$ cat config.mk
export PLATFORM = sky130hd
export DESIGN_NAME = cpu8_datapath
export DESIGN_NICKNAME = d
export VERILOG_FILES = /design/src/rtl/cpu8_datapath.sv
export SDC_FILE = /design/constraint.sdc
export NUM_CORES = 1
export LEC_CHECK = 0
export ABC_AREA = 0
export CAP_MARGIN = 25
export CORE_UTILIZATION = 25
export DETAILED_ROUTE_END_ITERATION = 8
export MAX_ROUTING_LAYER = met4
export PLACE_DENSITY_LB_ADDON = 0.12
export SLEW_MARGIN = 10
export SYNTH_ARGS = -nofsm -noshare
export SYNTH_HDL_FRONTEND = slang
export SYNTH_SLANG_ARGS = --single-unit
$ cat constraint.sdc
create_clock -name clk -period 5.3 [get_ports clk]
set_clock_uncertainty 0.2 [all_clocks]
set_input_delay 0.53 -clock clk [delete_from_list [all_inputs] [get_ports clk]]
set_output_delay 0.53 -clock clk [all_outputs]
set_load 0.1 [all_outputs]
$ cat src/rtl/cpu8_datapath.sv
// cpu8_datapath: register/ALU datapath for the 8-bit processor.
//
// The controller drives the control word each cycle. This block holds PC, IR, AC, R,
// AH/AL and Z, computes the ALU result and selects the memory address. It returns
// opcode (IR) and zflag to the controller.
//
// Optional feature: define CPU8_CARRY_FLAG_EN to add the carry/borrow flag output cflag.
//
// Ports:
//   clk, reset         clock; synchronous active-high reset
//   buffIR/AH/AL       load IR/AH/AL from readdata
//   buffR              load R from AC
//   srcbmux            ALU operand B: 0 = R, 1 = 8'h01
//   adrmux             address select: 0 = PC, 1 = {AH,AL}
//   we                 memory write request (passed through as memwe)
//   pcmux              00/11 hold, 01 increment, 10 jump to {AH,AL}
//   acmux              00 ALU (if aluop != 0), 01 readdata, 10 R, 11 hold
//   aluop              000 none, ADD, SUB, CLR, AND, OR, XOR, NOT
//   readdata           memory read data (combinational from adr)
//   adr, writedata     memory address and write data (AC)
//   memwe, opcode      write enable, IR contents
//   zflag [, cflag]    zero flag [, carry/borrow flag]
module cpu8_datapath #(
    parameter int unsigned    AW       = 16,
    parameter int unsigned    DW       = 8,
    parameter logic [AW-1:0]  RESET_PC = 16'h0000
) (
    input  logic          clk,
    input  logic          reset,
    input  logic          buffIR,
    input  logic          buffAH,
    input  logic          buffAL,
    input  logic          buffR,
    input  logic          srcbmux,
    input  logic          adrmux,
    input  logic          we,
    input  logic [1:0]    pcmux,
    input  logic [1:0]    acmux,
    input  logic [2:0]    aluop,
    input  logic [DW-1:0] readdata,
    output logic [AW-1:0] adr,
    output logic [DW-1:0] writedata,
    output logic          memwe,
    output logic [DW-1:0] opcode,
`ifdef CPU8_CARRY_FLAG_EN
    output logic          zflag,
    output logic          cflag
`else
    output logic          zflag
`endif
);

    logic [AW-1:0] pc_q, pc_d;
    logic [DW-1:0] ir_q;
    logic [DW-1:0] ac_q, ac_d;
    logic          ac_we;
    logic [DW-1:0] r_q;
    logic [DW-1:0] ah_q;
    logic [DW-1:0] al_q;
    logic          z_q;

    logic [DW-1:0] alu_b;
    logic [DW-1:0] alu_res;
`ifdef CPU8_CARRY_FLAG_EN
    logic          c_q;
    logic          alu_carry;
`endif

    // Combinational outputs
    assign adr       = adrmux ? {ah_q, al_q} : pc_q;
    assign memwe     = we;
    assign writedata = ac_q;
    assign opcode    = ir_q;
    assign zflag     = z_q;
`ifdef CPU8_CARRY_FLAG_EN
    assign cflag     = c_q;
`endif

    // ALU
    always_comb begin
        alu_b   = srcbmux ? DW'(1) : r_q;
        alu_res = ac_q;
`ifdef CPU8_CARRY_FLAG_EN
        alu_carry = 1'b0;
`endif
        case (aluop)
`ifdef CPU8_CARRY_FLAG_EN
            // Bit DW of the widened sum/difference is the carry-out / borrow.
            3'b001:  {alu_carry, alu_res} = {1'b0, ac_q} + {1'b0, alu_b};
            3'b010:  {alu_carry, alu_res} = {1'b0, ac_q} - {1'b0, alu_b};
`else
            3'b001:  alu_res = ac_q + alu_b;
            3'b010:  alu_res = ac_q - alu_b;
`endif
            3'b011:  alu_res = '0;
            3'b100:  alu_res = ac_q & alu_b;
            3'b101:  alu_res = ac_q | alu_b;
            3'b110:  alu_res = ac_q ^ alu_b;
            3'b111:  alu_res = ~ac_q;
            default: alu_res = ac_q;
        endcase
    end

    // AC write selection; acmux takes priority over aluop
    always_comb begin
        ac_we = 1'b0;
        ac_d  = ac_q;
        case (acmux)
            2'b01: begin
                ac_we = 1'b1;
                ac_d  = readdata;
            end
            2'b10: begin
                ac_we = 1'b1;
                ac_d  = r_q;
            end
            2'b11: begin
                ac_we = 1'b0;
            end
            default: begin
                if (aluop != 3'b000) begin
                    ac_we = 1'b1;
                    ac_d  = alu_res;
                end
            end
        endcase
    end

    // PC next state
    always_comb begin
        pc_d = pc_q;
        case (pcmux)
            2'b01:   pc_d = pc_q + AW'(1);
            2'b10:   pc_d = {ah_q, al_q};
            default: pc_d = pc_q;
        endcase
    end

    // All loads sample pre-edge values, so R <= AC with an AC write swaps cleanly.
    always_ff @(posedge clk) begin
        if (reset) begin
            pc_q <= RESET_PC;
            ir_q <= '0;
            ac_q <= '0;
            r_q  <= '0;
            ah_q <= '0;
            al_q <= '0;
            z_q  <= 1'b1;
`ifdef CPU8_CARRY_FLAG_EN
            c_q  <= 1'b0;
`endif
        end else begin
            pc_q <= pc_d;
            if (buffIR) ir_q <= readdata;
            if (buffAH) ah_q <= readdata;
            if (buffAL) al_q <= readdata;
            if (buffR)  r_q  <= ac_q;
            if (ac_we) begin
                ac_q <= ac_d;
                z_q  <= (ac_d == '0);
            end
`ifdef CPU8_CARRY_FLAG_EN
            // Only ALU writes touch the carry; memory and R loads leave it alone.
            if (ac_we && (acmux == 2'b00)) c_q <= alu_carry;
`endif
        end
    end

endmodule

==> results.sh <==
export IMPL_outcome="complete, no violations"
export IMPL_synthDistinctLibCells=65
export IMPL_clkSinkCount=57
export IMPL_vias=3706
export IMPL_synth_fa_ha_area_frac=0.08784
export IMPL_min_path_type="reg -> reg"
export IMPL_holdCritStartpoint="opcode[2]"
export IMPL_p_per_area_nw_per_um2=293.6
export IMPL_power_mw=1.492
export IMPL_cts_buffers=9
export IMPL_hpwl_um=8835
export IMPL_ys_warn_count=0
export IMPL_cts_setup_buffers=0
export IMPL_post_route_util=0.3198
export IMPL_worst_slew_pin_slew_ns=0.9884
export IMPL_io_pins=58
export IMPL_ys_top_cells_by_count="81 x nor2_1, 57 x dfxtp_1, 42 x mux2i_1, 35 x a21oi_1, 30 x nand2_1"
export IMPL_via_per_inst=4.826
export IMPL_synth_most_common_cell="nor2_1"
export IMPL_synth_area_sq_um=4074
export IMPL_synthMuxAreaShare=0.1529
export IMPL_clock_path_buffers=2
export IMPL_syn_nets=562
export IMPL_coreArea_sq_um=15890
export IMPL_max_stage_delay_ns=0.60
export IMPL_die_x_um=129.7
export IMPL_worstPathCellList="clkdlybuf4s50_1 > buf_4 > or3b_1 > and2_1 > xnor2_1 > inv_1 > ha_1 > nand2b_1 > a21oi_2 > or4b_1 > a31oi_1 > a2bb2oi_2 > nor4_1 > a221o_1"
export IMPL_synth_simple_area_share=0.1972
export IMPL_synth_top_family_by_area="compound AO/OA/AOI/OAI gates"
export IMPL_gp_congestion=0.8440
export IMPL_relSlewSlack=0.3390
export IMPL_htree_levels=3
export IMPL_clkTransAtPathRegs_ns=0.05
export IMPL_drt_first_pass_iters=6
export IMPL_clock_latency_ns=0.32
export IMPL_ys_seq_area_frac=0.2801
export IMPL_grt_pass1_vias=3512
export IMPL_critPathRequiredTime_ns=5.31
export IMPL_synth_flop_cell="dfxtp_1"
export IMPL_critical_path_top_delay_family="simple AND/OR/NAND/NOR gates"
export IMPL_worstSetupEndpointType="flip-flop"
export IMPL_cts_root_buf="clkbuf_16"
export IMPL_drtIter0Drc=205
export IMPL_synth_compound_area_frac=0.2042
export IMPL_path_class="in -> reg"
export IMPL_period_share=0.7461
export IMPL_clock_fmax_mhz=252.9
export IMPL_regArea_sq_um=1141
export IMPL_hold_buffers=0
export IMPL_num_fill_cells=1741
export IMPL_synth_area_leaders="dfxtp_1 28%, mux2i_1 10%, ha_1 8.3%, nor2_1 7.5%, mux2_2 5.0%"
export IMPL_synth_edf_count=0
export IMPL_setup_viol=0
export IMPL_reg2regPathDepth=13
export IMPL_synth_top_area_frac=0.2801
export IMPL_initial_core_util=0.2565
export IMPL_final_cells=768
export IMPL_grt_start_max_net_pins=36
export IMPL_antenna_found_initial=0
export IMPL_drc=0
export IMPL_die_area_sq_um=16810
export IMPL_cp_max_fo=18
export IMPL_hold_viol_final=0
export IMPL_drive_above_1_share=0.09601
export IMPL_postLayoutSetupSlackWorst_ns=1.346
export IMPL_syn_area_per_cell_sq_um=7.988
export IMPL_cts_resized=0
export IMPL_maxCapViolations=0
export IMPL_period_minus_slack_ns=3.954
export IMPL_slew_viol_final=0
export IMPL_nNetsFinal=599
export IMPL_detail_route_antenna_nets=0
export IMPL_max_vdd_ir_drop_mv=0.1346
export IMPL_cp_slowest_cell="or3b_1"
export IMPL_synth_largest_area_cell="dfxtp_1"
export IMPL_crit_arrival_ns=3.97
export IMPL_grt_ovfl_total=0
export IMPL_hold_path_endpoint="opcode[2]"
export IMPL_area_growth_pct=24.69
export IMPL_start_kind="input port"
export IMPL_rsz0062_at_grt="false"
export IMPL_r2r_start="r_q[1]"
export IMPL_die_y_um=129.7
export IMPL_place_inst=752
export IMPL_grt_pass1_wl_um=19240
export IMPL_p_leak_nw=2.046
export IMPL_cp_num_buf_inv=3
export IMPL_setup_tns_ns=0
export IMPL_pre_cts_slack_ns=1.028
export IMPL_synth_async_sr_flop_share=0
export IMPL_r2r_slack_ns=1.86
export IMPL_r2r_end="zflag"
export IMPL_grtUsageTotal=0.1563
export IMPL_ys_ff_latch=57
export IMPL_whs_path_depth=2
export IMPL_std_cell_rows=46
export IMPL_synthCells=510
export IMPL_drt_total_wl_um=12060
export IMPL_io_buffers=55
export IMPL_synth_xor_area_share=0.01505
export IMPL_wl_per_cell_um=15.71
export IMPL_cts_tree="done"
export IMPL_multiInputGateArea_sq_um=2678
export IMPL_n_antenna_cell=0
## metrics by stage
stage / hold WS [ns] / cell area (sq um)
global route: 0.3252 / 5080
global placement: 0.2810 / 4766
floorplan: 0.2686 / 4074
CTS: 0.2972 / 5080
detailed placement: 0.2896 / 4786
finish: 0.2938 / 5080
## final cells by class
class,count,area share
multi-input cells,392,0.5271
flip-flops and latches,57,0.2246
repair buffers,60,0.1172
clock buffers,14,0.05591
well taps,216,0.05320
inverters,27,0.01995
clock inverters,2,0.001970
## kinds of logic (layout without fill, tap and decap cells)
kind of cell    after synthesis  in the layout
compound gates              126            126
flops                        57             57
xor+xnor                      7              7
fa+ha+maj                    28             28
simple gates                171            171
buf+inv                      61            103
mux                          60             60
## power breakdown
part	switching [mW]	internal, mW	leakage, nW
clock	0.201	0.366	0.149
sequential	0.0329	0.454	0.467
combinational	0.286	0.151	1.43
total	0.520	0.971	2.05
## registers in the layout, summed over array words and instances (netlist names)
register,count
pc_q,16
ah_q,8
al_q,8
opcode,8
r_q,8
writedata,8
zflag,1
## worst max-delay path by stage
stage,cells past startpoint,slack (ns),from,endpoint
2_1_floorplan,3,1.47,adrmux,adr[0]
3_3_place_gp,13,1.07,aluop[0],zflag
3_5_place_dp,14,1.03,aluop[0],zflag
4_1_cts,14,1.37,aluop[0],zflag
5_1_grt,14,1.13,aluop[0],zflag
6_report,14,1.35,aluop[0],zflag
## cells in the final DEF, fill, tap and decap left out, drive strengths merged, types with 3 or more instances in the layout
master,count
a22oi,5
nor2b,5
a221o,5
nor2,83
o22ai,6
mux2,18
o21a,5
or2,3
a211oi,3
nand2b,15
inv,26
o21ai,29
nor3,10
xnor2,6
a31oi,7
clkinv,3
clkdlybuf4s50,54
nor4,3
ha,27
nand3,8
buf,6
nand4,4
clkbuf,14
dfxtp,57
nand2,30
a2bb2oi,3
a21boi,4
a21oi,36
mux2i,42
## worst min-delay path: cells and delay by family, from the launching register on
kind	cells	cell delay, ns
DFF	1	0.32
and+or+nand+nor	1	0.07
muxes	1	0.06
## per-layer routing
| metal | up-vias | wire, um | GRT usage |
|---|---|---|---|
| met3 | 8 | 318 | 0.01858 |
| met5 | - | 0 | - |
| met2 | 73 | 5685 | 0.2542 |
| li1 | 1879 | - | - |
| met4 | 0 | 122 | 0.05130 |
| met1 | 1746 | 5938 | 0.2004 |
Power figures use the tool's default switching activity.
